$ cat src/rtl/jk_sequence_driver.sv
// rtl/jk_sequence_driver.sv - serialises a target word into J/K commands for a downstream JK flop and checks its q feedback
//
// Ports:
//   clk         rising-edge clock
//   reset       synchronous, active-high
//   in_valid    frame word valid
//   in_ready    frame can be accepted (IDLE only)
//   in_data     target pattern, bit 0 driven first
//   j, k        excitation commands to the downstream flop
//   q_fb        q of the downstream flop (same clk/reset)
//   busy        high while a frame is in DRIVE or CHECK
//   done        one-cycle pulse in the first IDLE cycle after a frame
//   mismatch    sticky feedback error for the last/current frame
//   change_cnt  number of non-hold commands in the last/current frame
//
// Optional feature: define JK_DRIVER_TOGGLE_EN to issue every state change
// as a toggle (j=1,k=1) instead of explicit set/reset.

module jk_sequence_driver #(
    parameter  int WIDTH = 8,
    localparam int CW    = $clog2(WIDTH + 1)
) (
    input  logic             clk,
    input  logic             reset,
    input  logic             in_valid,
    output logic             in_ready,
    input  logic [WIDTH-1:0] in_data,
    output logic             j,
    output logic             k,
    input  logic             q_fb,
    output logic             busy,
    output logic             done,
    output logic             mismatch,
    output logic [CW-1:0]    change_cnt
);

    localparam int IW = (WIDTH > 1) ? $clog2(WIDTH) : 1;

    typedef enum logic [1:0] {
        S_IDLE  = 2'd0,
        S_DRIVE = 2'd1,
        S_CHECK = 2'd2
    } state_t;

    state_t           state;
    state_t           state_nx;
    logic [WIDTH-1:0] data;
    logic [IW-1:0]    idx;
    logic             shadow;

    logic target;
    logic change;
    logic last_bit;
    logic fb_check;
    logic fb_err;

    assign target   = data[idx];
    assign last_bit = (idx == IW'(WIDTH - 1));
    assign change   = (state == S_DRIVE) && (target != shadow);

    // shadow already holds the bit commanded in the previous cycle, which is
    // exactly what the flop's q should show now; this makes the one-cycle
    // pipelined feedback check a plain compare against shadow.
    assign fb_check = ((state == S_DRIVE) && (idx != '0)) || (state == S_CHECK);
    assign fb_err   = fb_check && (q_fb != shadow);

    assign busy = (state != S_IDLE);

    always_comb begin
        state_nx = state;
        in_ready = 1'b0;
        j        = 1'b0;
        k        = 1'b0;
        case (state)
            S_IDLE: begin
                in_ready = 1'b1;
                if (in_valid) begin
                    state_nx = S_DRIVE;
                end
            end
            S_DRIVE: begin
                if (change) begin
`ifdef JK_DRIVER_TOGGLE_EN
                    j = 1'b1;
                    k = 1'b1;
`else
                    j = target;
                    k = ~target;
`endif
                end
                if (last_bit) begin
                    state_nx = S_CHECK;
                end
            end
            S_CHECK: begin
                state_nx = S_IDLE;
            end
            default: begin
                state_nx = S_IDLE;
            end
        endcase
    end

    always_ff @(posedge clk) begin
        if (reset) begin
            state      <= S_IDLE;
            data       <= '0;
            idx        <= '0;
            shadow     <= 1'b0;
            done       <= 1'b0;
            mismatch   <= 1'b0;
            change_cnt <= '0;
        end else begin
            state <= state_nx;
            done  <= (state == S_CHECK);
            case (state)
                S_IDLE: begin
                    if (in_valid) begin
                        data       <= in_data;
                        idx        <= '0;
                        mismatch   <= 1'b0;
                        change_cnt <= '0;
                    end
                end
                S_DRIVE: begin
                    shadow <= target;
                    idx    <= last_bit ? '0 : idx + 1'b1;
                    if (change) begin
                        change_cnt <= change_cnt + 1'b1;
                    end
                    if (fb_err) begin
                        mismatch <= 1'b1;
                    end
                end
                S_CHECK: begin
                    if (fb_err) begin
                        mismatch <= 1'b1;
                    end
                end
                default: begin
                end
            endcase
        end
    end

endmodule

$ cat config.mk
export PLATFORM = sky130hd
export DESIGN_NAME = jk_sequence_driver
export DESIGN_NICKNAME = d
export VERILOG_FILES = /design/src/rtl/jk_sequence_driver.sv
export SDC_FILE = /design/constraint.sdc
export NUM_CORES = 1
export LEC_CHECK = 0
export ABC_AREA = 1
export CAP_MARGIN = 30
export CORE_MARGIN = 2
export CORE_UTILIZATION = 50
export DETAILED_ROUTE_END_ITERATION = 6
export HOLD_SLACK_MARGIN = 0.1
export PLACE_DENSITY = 0.75
export SLEW_MARGIN = 20
export SYNTH_ARGS = -nofsm -noshare
export SYNTH_HDL_FRONTEND = slang
export SYNTH_SLANG_ARGS = --single-unit
$ cat constraint.sdc
create_clock -name clk -period 2.1 [get_ports clk]
set_clock_uncertainty 0.15 [all_clocks]
set_input_delay 0.315 -clock clk [delete_from_list [all_inputs] [get_ports clk]]
set_output_delay 0.315 -clock clk [all_outputs]
set_load 0.02 [all_outputs]
==> reports/summary.log, run 1 <==
INFO  routing        drt-pass1-iter-count=4
INFO  routing        routed_via_density=4.90
INFO  routing        met1_length=1050um
INFO  timing         timing.slew.headroom=73.6%
INFO  timing         final_hold_viol_count=0
INFO  floorplanning  core=0.00202mm2
INFO  clock_tree     worstSkewPairLatency=0.31ns
INFO  yosys          postSynth.asyncResetShare=0%
INFO  timing         fin_ws=0.119ns
INFO  layout         layout.filler_cells=169
INFO  routing        routed_wl_met3=46um
INFO  floorplanning  floorplan.rows=16
INFO  place          port_buffers=21
INFO  status         run_status=finished clean
INFO  yosys          synth_compound_gate_area_share=14.7%
INFO  layout         drive_gt1_share=11.5%
INFO  timing         report.final.slew_viol_count=0
INFO  pwr            power.static_leakage=0.643nW
INFO  worst_setup_path critPathRequiredTime=1.63ns
INFO  layout         syn_to_final_growth=27.0%
INFO  yosys          adder_cell_area_share_of_the_yosys_netlist=10.3%
INFO  grt            grt_usage=19.7%
INFO  routing        topRoutingLayerUsed=met4
INFO  yosys          post_synth_xor_area_fraction=1.59%
INFO  pwr            power-per-cell-area=1370mW/mm2
INFO  min_path       timing.hold.worst.class=reg2reg
INFO  run            cap_viol_max_count=0
INFO  clock_tree     cts-hold-fix-buffers=0
INFO  floorplanning  die_width=50.9um
INFO  worst_setup_path crit_type=reg2out
INFO  yosys          synth-simple-area-share=26.1%
INFO  place          dp.cells=197
INFO  worst_setup_path startpoint_type=flip-flop
INFO  worst_setup_path critical_path_arrival=1.52ns
INFO  yosys          ys_top_cells_by_area=dfxtp_1, ha_1, inv_1
INFO  yosys          yosys.area.top_type=dfxtp_1
INFO  yosys          synthesis.area_per_instance=7.37um2
INFO  timing         timing.final.setup_violations=0
INFO  worst_setup_path crit_path_end_kind=primary output
INFO  clock_tree     cts_num_sinks=20
INFO  layout         finish.cell_count_without_fillers=201
INFO  layout         num_antenna_cells=0
INFO  grt            grt_first_pass_wirelength=3940um
INFO  yosys          synth_top_family_by_area=simple AND/OR/NAND/NOR gates
INFO  grt            grt_overflow_total=0
INFO  worst_setup_path timing.critical_path.slowest_cell_delay=0.39ns
INFO  yosys          yosysTopAreaCellShare=36.4%
INFO  clock_tree     tritoncts_clock_tree=built
INFO  floorplanning  dieHeight=50.9um
INFO  routing        vias=984
INFO  clock_tree     clock_slew_at_reported_path_ffs=0.12ns
INFO  layout         nNetsFinal=196
INFO  yosys          post_synth_edffs=0
INFO  yosys          mappedNetlistNets=170
INFO  yosys          netlist-cell-type-count=20
INFO  clock_tree     cts-root-buf=clkbuf_4
INFO  yosys          post_synth_instance_area=0.00110mm2
INFO  clock_tree     numCtsBuffers=3
INFO  routing        postRouteWirelength=2210um
INFO  pwr            vdd_drop_max=0.858mV
INFO  floorplanning  fp.dieArea=0.00259mm2
INFO  grt            grt_start_max_net_pins=17
INFO  routing        met2_wirelength=1090um
INFO  place          dp_worst_setup_slack=-0.0824ns
INFO  timing         period_share=94.4%
INFO  yosys          yosys-mux-area-fraction=0%
INFO  routing        count_of_nets_left_with_antenna_violations_after_detail_routing=0
INFO  timing         highest_clock_rate=0.505GHz
INFO  floorplanning  design.portCount=22
INFO  yosys          synthFlopType=dfxtp_1
INFO  place          gp_routability_congestion=0.878
INFO  timing         transition_time_at_the_pin_with_the_least_slew_margin=0.396ns
INFO  routing        remaining_drc_errors=0
INFO  floorplanning  start_util=54.3%
INFO  worst_setup_path cp_common_cell=nand2_1
INFO  routing        detailed_route_iter0_violations=15
INFO  routing        routedWlPerCell=11.0um
INFO  yosys          yosysWarnings=0
INFO  worst_setup_path timing.critical_path.fanout_max=6
INFO  timing         grt_setup_unrepaired=false
INFO  yosys          ys_seq_area_share=36.4%
INFO  place          dp_hpwl=1740um
INFO  worst_setup_path timing.critical_path.slowest_stage_cell=dfxtp_4
INFO  yosys          postSynthCellCount=149
INFO  grt            grt_pass1_vias=951
INFO  grt            grt_antenna_before_repair=0
INFO  timing         period_minus_slack=1.98ns
INFO  clock_tree     htreeDepth=1
INFO  clock_tree     cts_buffer_depth=2
INFO  worst_setup_path worstPathCellList=inv_2 -> nand2_1 -> nand3_1 -> nand3_2 -> nand2_4 -> inv_1 -> nand2_1 -> nor2_1 -> buf_2
INFO  yosys          synth_seq_cells=20
-- through the flow --
step / utilization (%) / cell area [um2] / total power [mW] / hold WS, ns / TNS [ns]
floorplan: - / 1100 / 1.29 / 0.234 / 0
global placement: 66.8 / 1350 / 1.58 / 0.300 / 0
detailed placement: 66.8 / 1350 / 1.61 / 0.307 / -0.0824
CTS: 69.1 / 1400 / 1.91 / 0.326 / 0
global route: 69.0 / 1400 / 2.08 / 0.345 / 0
finish: 69.0 / 1400 / 1.91 / 0.322 / 0
-- routing by layer --
layer | track usage, % | up-vias
li1 | - | 527
met2 | 36.8 | 11
met5 | 0 | -
met4 | 6.76 | 0
met1 | 22.8 | 444
met3 | 2.63 | 2
-- kinds of logic (layout without fill, tap and decap cells) --
| kind of cell | after synthesis | in the layout |
|---|---|---|
| flops | 20 | 20 |
| buf+inv | 31 | 56 |
| compound gates | 30 | 30 |
| xor+xnor | 2 | 2 |
| fa+ha+maj | 9 | 9 |
| simple gates | 57 | 57 |
-- where the power goes --
part	total, mW	leakage [nW]	internal (mW)	switching (mW)
Combinational	0.991	0.449	0.396	0.596
Clock	0.323	0.0279	0.193	0.130
Sequential	0.591	0.166	0.504	0.0864
-- timing repair --
action / 4_1_cts / 5_1_grt
endpoints found under the setup margin: 4 / 2
pin swaps: 0 / 0
gates resized for setup: 10 / 3
buffers inserted: 0 / 0
-- cell type report --
type,count,area [um2],share of cell area [%]
clock buffer,3,22.5,1.61
sequential,20,405,29.1
multi-input combinational,98,578,41.4
timing repair buffer,24,220,15.8
inverter,28,105,7.53
clock inverter,1,30.0,2.15
tap,27,33.8,2.42
-- critical path, delay by kind of cell, from the launching register on --
kind,cells,cell delay [ns]
flip-flops,1,0.39
AND/OR/NAND/NOR,6,0.50
buffers and inverters,3,0.32
-- flip-flops by register name, indices dropped and copies added (netlist names) --
register	count
mismatch	1
idx	3
data	8
shadow	1
done	1
state	2
change_cnt	4
-- final timing paths --
| path | start | endpoint | slack, ns | depth (start not counted) |
|---|---|---|---|---|
| worst max-delay path | idx[0] | j | 0.12 | 9 |
| worst min-delay path | data[3] | data[3] | 0.32 | 2 |
| worst max register to register | state[1] | idx[0] | 0.34 | 7 |
| worst min register to register | data[3] | data[3] | 0.32 | 2 |
-- Yosys cell counts, types with 2 or more instances --
| cell type | count |
|---|---|
| a21oi_1 | 16 |
| nand4_1 | 3 |
| nand3_2 | 3 |
| nand2_4 | 2 |
| nor3_1 | 3 |
| nand2_1 | 25 |
| nand3_1 | 7 |
| nor2_1 | 11 |
| o21ai_0 | 13 |
| inv_1 | 27 |
| buf_2 | 3 |
| ha_1 | 9 |
| dfxtp_1 | 20 |
-- cells in the final DEF (no fill, tap or decap) --
master,count
inv_2,1
nor2_2,1
clkbuf_4,3
nor3_1,3
o21ai_0,13
inv_1,27
dlygate4sd2_1,2
nand2_1,25
buf_4,3
nor4_1,1
nand3_2,3
ha_1,9
bufinv_16,1
nand2_4,2
dfxtp_1,18
o21ai_4,1
nor2_1,11
xor2_1,1
dfxtp_4,1
buf_2,2
dfxtp_2,1
nand3_4,1
nand4_1,3
xnor2_1,1
a21oi_1,16
nand3_1,7
clkdlybuf4s50_1,17
Note: power is estimated with default switching activity, not from simulation.
==> run 2, diff against run 1 <==
--- a/config.mk
+++ b/config.mk
@@ -8,10 +8,10 @@
 export ABC_AREA = 1
 export CAP_MARGIN = 30
 export CORE_MARGIN = 2
-export CORE_UTILIZATION = 50
+export CORE_UTILIZATION = 45
 export DETAILED_ROUTE_END_ITERATION = 6
 export HOLD_SLACK_MARGIN = 0.1
-export PLACE_DENSITY = 0.75
+export PLACE_DENSITY = 0.71
 export SLEW_MARGIN = 20
 export SYNTH_ARGS = -nofsm -noshare
 export SYNTH_HDL_FRONTEND = slang
==> constraint.sdc (replaced) <==
create_clock -name clk -period 1.7 [get_ports clk]
set_clock_uncertainty 0.15 [all_clocks]
set_input_delay 0.255 -clock clk [delete_from_list [all_inputs] [get_ports clk]]
set_output_delay 0.255 -clock clk [all_outputs]
set_load 0.02 [all_outputs]
==> run 2 against run 1 <==
The flow now finishes with violations (negative setup slack). Cell count is 15% higher. Worst setup slack got worse by 0.24 ns. Power is 54% higher. Global-route usage increased by 2.1 points. Sequential share of layout area shrank 5.5 points.
==> reports/summary.log, run 2 (synthesis gave the netlist of run 1 again) <==
INFO  timing         period_minus_slack=1.82ns
INFO  routing        postRouteWirelength=3470um [+57%]
INFO  timing         grt_setup_unrepaired=true
INFO  worst_setup_path startpoint_type=flip-flop
INFO  min_path       timing.hold.worst.class=reg2reg
INFO  place          gp_routability_congestion=0.828 [-5.7%]
INFO  timing         timing.slew.headroom=74.9% [+1.4 points]
INFO  clock_tree     tritoncts_clock_tree=built
INFO  clock_tree     cts_buffer_depth=2 [unchanged]
INFO  layout         regMostFlops=data
INFO  clock_tree     cts-root-buf=clkbuf_4
INFO  layout         num_antenna_cells=0 [unchanged]
INFO  layout         final_cell_mix=buf_4, inv_1, nand2_1, dfxtp_1, a21oi_1
INFO  timing         highest_clock_rate=0.550GHz
INFO  layout         drive_gt1_share=41.4% [+30 points]
INFO  worst_setup_path crit_type=reg2out
INFO  grt            grt_busiest_layer=met2
INFO  grt            grt_start_max_net_pins=17 [unchanged]
INFO  layout         register_area=408um2 [+0.62%]
INFO  layout         layout.cells.most_common=buf_4
INFO  floorplanning  design.portCount=22 [unchanged]
INFO  floorplanning  core=0.00225mm2 [+12%]
INFO  layout         layout.filler_cells=177 [+4.7%]
INFO  timing         setup_total_negative_slack=-0.372ns [-0.372 ns]
INFO  run            cap_viol_max_count=0 [unchanged]
INFO  clock_tree     clock_slew_at_reported_path_ffs=0.12ns [about the same]
INFO  layout         syn_to_final_growth=57.7%
INFO  clock_tree     worstSkewPairLatency=0.31ns [about the same]
INFO  layout         largestRegisters=data (8), change_cnt (4), idx (3)
INFO  grt            grt_first_pass_wirelength=4420um [+12%]
INFO  worst_setup_path critPathRequiredTime=1.29ns [-0.34 ns]
INFO  layout         nNetsFinal=225 [+15%]
INFO  routing        count_of_nets_left_with_antenna_violations_after_detail_routing=0 [unchanged]
INFO  pwr            power-per-cell-area=1690mW/mm2 [+24%]
INFO  routing        drt-pass1-iter-count=6 [+2]
INFO  place          port_buffers=21 [unchanged]
INFO  grt            grt_util_met1=23.2% [+0.39 points]
INFO  grt            grt_antenna_before_repair=0 [unchanged]
INFO  timing         fin_worst_hold_slack=0.315ns [-0.00725 ns]
INFO  routing        routedWlPerCell=15.0um [+37%]
INFO  routing        routed_via_density=5.19 [+6.1%]
INFO  pwr            power=2.93mW [+54%]
INFO  grt            globalRouteMet3Util=5.37% [+2.7 points]
INFO  worst_setup_path crit_path_end_kind=primary output
INFO  grt            gr-usage-met2=38.7% [+1.8 points]
INFO  clock_tree     htreeDepth=1 [unchanged]
INFO  timing         period_share=107%
INFO  layout         largest_reg_flops=8 [unchanged]
INFO  clock_tree     cts-hold-fix-buffers=0 [unchanged]
INFO  floorplanning  dieHeight=53.4um [+5.0%]
INFO  worst_setup_path critical_path_arrival=1.41ns [-0.11 ns]
INFO  grt            grt_usage=21.8% [+2.1 points]
INFO  routing        remaining_drc_errors=0 [unchanged]
INFO  layout         postLayoutCoreUtil=76.9% [+7.9 points]
INFO  status         run_status=finished with violations
INFO  timing         report.final.slew_viol_count=0 [unchanged]
INFO  pwr            vdd_drop_max=1.06mV [+23%]
INFO  worst_setup_path timing.critical_path.fanout_max=6 [unchanged]
INFO  floorplanning  start_util=48.7% [-5.6 points]
INFO  place          dp_hpwl=1960um [+13%]
INFO  timing         final_hold_viol_count=0 [unchanged]
INFO  timing         timing.final.setup_violations=7 [+7]
INFO  floorplanning  floorplan.rows=17 [+1]
INFO  min_path       worst_hold_path.num_cells=2 [unchanged]
INFO  clock_tree     cts_num_sinks=20 [unchanged]
INFO  layout         stdcell_area=0.00173mm2 [+24%]
INFO  timing         transition_time_at_the_pin_with_the_least_slew_margin=0.376ns [-0.0206 ns]
INFO  floorplanning  die_width=53.4um [+5.0%]
INFO  timing         fin_ws=-0.120ns [-0.238 ns]
INFO  routing        vias=1200 [+22%]
INFO  status         failed_checks=negative setup slack
INFO  worst_setup_path reg2reg_path_depth=9 [+2]
INFO  layout         multi_input_area=691um2 [+19%]
INFO  clock_tree     numCtsBuffers=3 [unchanged]
INFO  routing        detailed_route_iter0_violations=25 [+10]
INFO  pwr            power.static_leakage=0.812nW [+26%]
INFO  grt            grt_overflow_total=0 [unchanged]
INFO  place          placement.cell_area=0.00150mm2 [+11%]
INFO  grt            grt_pass1_vias=1099 [+16%]
INFO  floorplanning  fp.dieArea=0.00285mm2 [+10%]
-- run 2: critical path: stages, from the launching register on --
cell     delay, ns
dfxtp_4       0.41
inv_4         0.06
nand2_2       0.06
nand3_2       0.08
nand3_4       0.10
nand2_4       0.05
inv_2         0.05
nand2_2       0.05
nor2_1        0.09
buf_4         0.15
-- run 2: timing repair --
item / CTS / global route
gates resized for setup: 40 / 32
endpoints found under the hold margin: 0 / 0
pin swaps: 8 / 15
cloned: 0 / 1
setup buffers: 3 / 8
setup endpoints to repair: 13 / 21
-- run 2: layer usage --
layer  vias to the layer above  part of all wire [%]
met5                         -                     0
met4                         0                   2.3
met3                         8                   4.8
met2                        42                    53
met1                       567                    40
li1                        583                     -
-- run 2: report_power, final --
| group | switching (mW) | internal, mW |
|---|---|---|
| sequential | 0.127 | 0.628 |
| clock | 0.159 | 0.131 |
| combinational | 1.05 | 0.836 |
-- run 2: stage by stage --
stage | cells | worst slack, ns
after floorplan | 149 | 0.0379
after global placement | 217 | -0.296
after detailed placement | 217 | -0.375
after CTS | 224 | -0.125
after global routing | 231 | -0.190
final | 231 | -0.120
-- run 2: cell type report --
| type | instances | area share [%] |
|---|---|---|
| Tap cell | 28 | 2.02 |
| Clock buffer | 4 | 2.09 |
| Multi-Input combinational cell | 98 | 39.9 |
| Inverter | 28 | 6.43 |
| Sequential cell | 20 | 23.5 |
| Timing Repair Buffer | 53 | 26.1 |
-- run 2: path summary, 6_finish.rpt --
check | from | endpoint | slack, ns
max | idx[0] | j | -0.12
min reg2reg | data[5] | data[5] | 0.31
max reg2reg | state[1] | change_cnt[0] | -0.07
min | data[5] | data[5] | 0.31
==> run 3, diff against run 2 <==
--- a/config.mk
+++ b/config.mk
@@ -9,6 +9,8 @@
 export CAP_MARGIN = 30
 export CORE_MARGIN = 2
 export CORE_UTILIZATION = 45
+export CTS_BUF_LIST = sky130_fd_sc_hd__clkbuf_8
+export CTS_CLUSTER_SIZE = 14
 export DETAILED_ROUTE_END_ITERATION = 6
 export HOLD_SLACK_MARGIN = 0.1
 export PLACE_DENSITY = 0.71
==> run 3 against run 2 <==
The flow still finishes with violations (negative setup slack). Global-route usage grew 1.7 points. Hold slack got worse by 0.0065 ns. Sequential cell count is the same. Cell area is 2.2% lower. Non-clock buffer count down 5. Critical path type unchanged. Critical endpoint unchanged. Largest cell class unchanged. Highest routed layer unchanged.
==> reports/summary.log, run 3 (synthesis gave the netlist of run 1 again) <==
INFO  clock_tree     htreeDepth=1 [unchanged]
INFO  place          port_buffers=21 [unchanged]
INFO  worst_setup_path crit_type=reg2out
INFO  timing         period_minus_slack=1.75ns [-0.0662 ns]
INFO  layout         stdcell_area=0.00170mm2 [-2.2%]
INFO  timing         period_share=103% [-3.9 points]
INFO  place          placement.cell_area=0.00150mm2 [unchanged]
INFO  place          dp_worst_setup_slack=-0.375ns [unchanged]
INFO  worst_setup_path timing.critical_path.fanout_max=6 [unchanged]
INFO  layout         syn_to_final_growth=54.3%
INFO  clock_tree     worstSkewPairLatency=0.26ns [-0.05 ns]
INFO  routing        postRouteWirelength=3070um [-12%]
INFO  run            cap_viol_max_count=0 [unchanged]
INFO  timing         fin_ws=-0.0536ns [+0.0662 ns]
INFO  grt            grt_start_max_net_pins=17 [unchanged]
INFO  pwr            power.static_leakage=0.777nW [-4.4%]
INFO  clock_tree     tritoncts_clock_tree=built
INFO  routing        vias=1137 [-5.3%]
INFO  floorplanning  core=0.00225mm2 [unchanged]
INFO  grt            grt_pass1_vias=1196 [+8.8%]
INFO  timing         report.final.slew_viol_count=0 [unchanged]
INFO  worst_setup_path critPathRequiredTime=1.29ns [about the same]
INFO  clock_tree     numCtsBuffers=3 [unchanged]
INFO  timing         grt_setup_unrepaired=true
INFO  floorplanning  die_width=53.4um [unchanged]
INFO  worst_setup_path worst_path_dominant_cell_family=simple AND/OR/NAND/NOR gates
INFO  grt            grt_overflow_total=0 [unchanged]
INFO  layout         postLayoutCoreUtil=75.2% [-1.7 points]
INFO  timing         timing.final.setup_violations=2 [-5]
INFO  routing        drt-pass1-iter-count=4 [-2]
INFO  clock_tree     cts_num_sinks=20 [unchanged]
INFO  layout         regMostFlops=data
INFO  timing         setup_total_negative_slack=-0.0548ns [+0.317 ns]
INFO  layout         nNetsFinal=220 [-2.2%]
INFO  worst_setup_path timing.critical_path.slowest_cell_delay=0.39ns [-0.02 ns]
INFO  worst_setup_path critical_path_arrival=1.35ns [-0.06 ns]
INFO  floorplanning  floorplan.rows=17 [unchanged]
INFO  grt            grt_usage=23.5% [+1.7 points]
INFO  worst_setup_path wp_buf_inv=3 [unchanged]
INFO  layout         drive_gt1_share=36.9% [-4.5 points]
INFO  grt            grt_antenna_before_repair=0 [unchanged]
INFO  pwr            vdd_drop_max=0.996mV [-5.8%]
INFO  clock_tree     cts-hold-fix-buffers=0 [unchanged]
INFO  grt            grt_first_pass_wirelength=4790um [+8.4%]
INFO  clock_tree     clock_slew_at_reported_path_ffs=0.07ns [-0.05 ns]
INFO  timing         timing.slew.headroom=74.7% [-0.19 points]
INFO  routing        remaining_drc_errors=0 [unchanged]
INFO  layout         largestRegisters=data (8), change_cnt (4), idx (3)
INFO  status         run_status=finished with violations
INFO  layout         final_cell_mix=buf_4, inv_1, nand2_1, dfxtp_1, a21oi_1
INFO  floorplanning  start_util=48.7% [unchanged]
INFO  routing        count_of_nets_left_with_antenna_violations_after_detail_routing=0 [unchanged]
INFO  status         failed_checks=negative setup slack
INFO  timing         transition_time_at_the_pin_with_the_least_slew_margin=0.379ns [+0.00286 ns]
INFO  timing         highest_clock_rate=0.570GHz [+3.8%]
INFO  worst_setup_path timing.critical_path.slowest_stage_cell=dfxtp_4
INFO  clock_tree     cts_buffer_depth=2 [unchanged]
INFO  routing        routedWlPerCell=13.6um [-9.7%]
INFO  layout         largest_reg_flops=8 [unchanged]
INFO  layout         num_antenna_cells=0 [unchanged]
INFO  floorplanning  dieHeight=53.4um [unchanged]
INFO  clock_tree     cts-root-buf=clkbuf_8
INFO  place          dp_hpwl=1960um [unchanged]
INFO  worst_setup_path crit_path_end_kind=primary output
INFO  worst_setup_path worstPathCellList=inv_4 -> nand2_2 -> nand3_2 -> nand3_4 -> nand2_4 -> inv_2 -> nand2_2 -> nor2_1 -> buf_4
INFO  min_path       timing.hold.worst.class=reg2reg
INFO  worst_setup_path cp_common_cell=nand2_2
INFO  floorplanning  fp.dieArea=0.00285mm2 [unchanged]
INFO  routing        routed_via_density=5.03 [-3.2%]
INFO  pwr            power-per-cell-area=1680mW/mm2 [-0.57%]
INFO  layout         layout.cells.most_common=buf_4
INFO  routing        detailed_route_iter0_violations=53 [+110%]
INFO  timing         final_hold_viol_count=0 [unchanged]
INFO  floorplanning  design.portCount=22 [unchanged]
INFO  place          gp_routability_congestion=0.828 [unchanged]
INFO  worst_setup_path startpoint_type=flip-flop
## run 3: per-layer routing
layer  vias to the layer above  global-route usage [%]  routed length (um)
li1                        573                       -                   -
met1                       518                    24.2                1280
met2                        38                    41.8                1560
met3                         8                    5.65                 149
met4                         0                    15.0                  70
met5                         -                       0                   0
## run 3: worst min-delay path: stages, from the launching register on
cell	delay, ns
dfxtp_1	0.30
inv_1	0.06
a21oi_1	0.05
## run 3: final timing paths
kind / slack, ns / endpoint / start / cells after the start
hold reg to reg: 0.31 / data[5] / data[5] / 2
setup / recovery: -0.05 / j / idx[0] / 9
hold / removal: 0.31 / data[5] / data[5] / 2
setup reg to reg: 0.02 / change_cnt[3] / state[1] / 10
## run 3: timing repair
action	in CTS	in global routing
resized for setup	42	17
setup endpoints to repair	12	21
setup buffers	4	1
pin swaps	5	10
hold endpoints to repair	0	0
## run 3: layout make-up
type / count / area (um2)
Tap cell: 28 / 35.0
Fill cell: 181 / 559
Inverter: 28 / 111
Clock buffer: 4 / 55.1
Multi-Input combinational cell: 98 / 678
Sequential cell: 20 / 408
Timing Repair Buffer: 48 / 408
## run 3: power breakdown
part	switching, mW	total, mW	internal [mW]
clock	0.166	0.372	0.206
combinational	0.954	1.72	0.763
sequential	0.129	0.757	0.629
## run 3: metrics by stage
step / hold WS, ns / cells / power (mW)
after detailed placement: 0.299 / 217 / 2.17
after floorplan: 0.174 / 149 / 1.60
after global routing: 0.347 / 226 / 3.06
after global placement: 0.301 / 217 / 2.13
after CTS: 0.310 / 225 / 2.67
final: 0.308 / 226 / 2.85
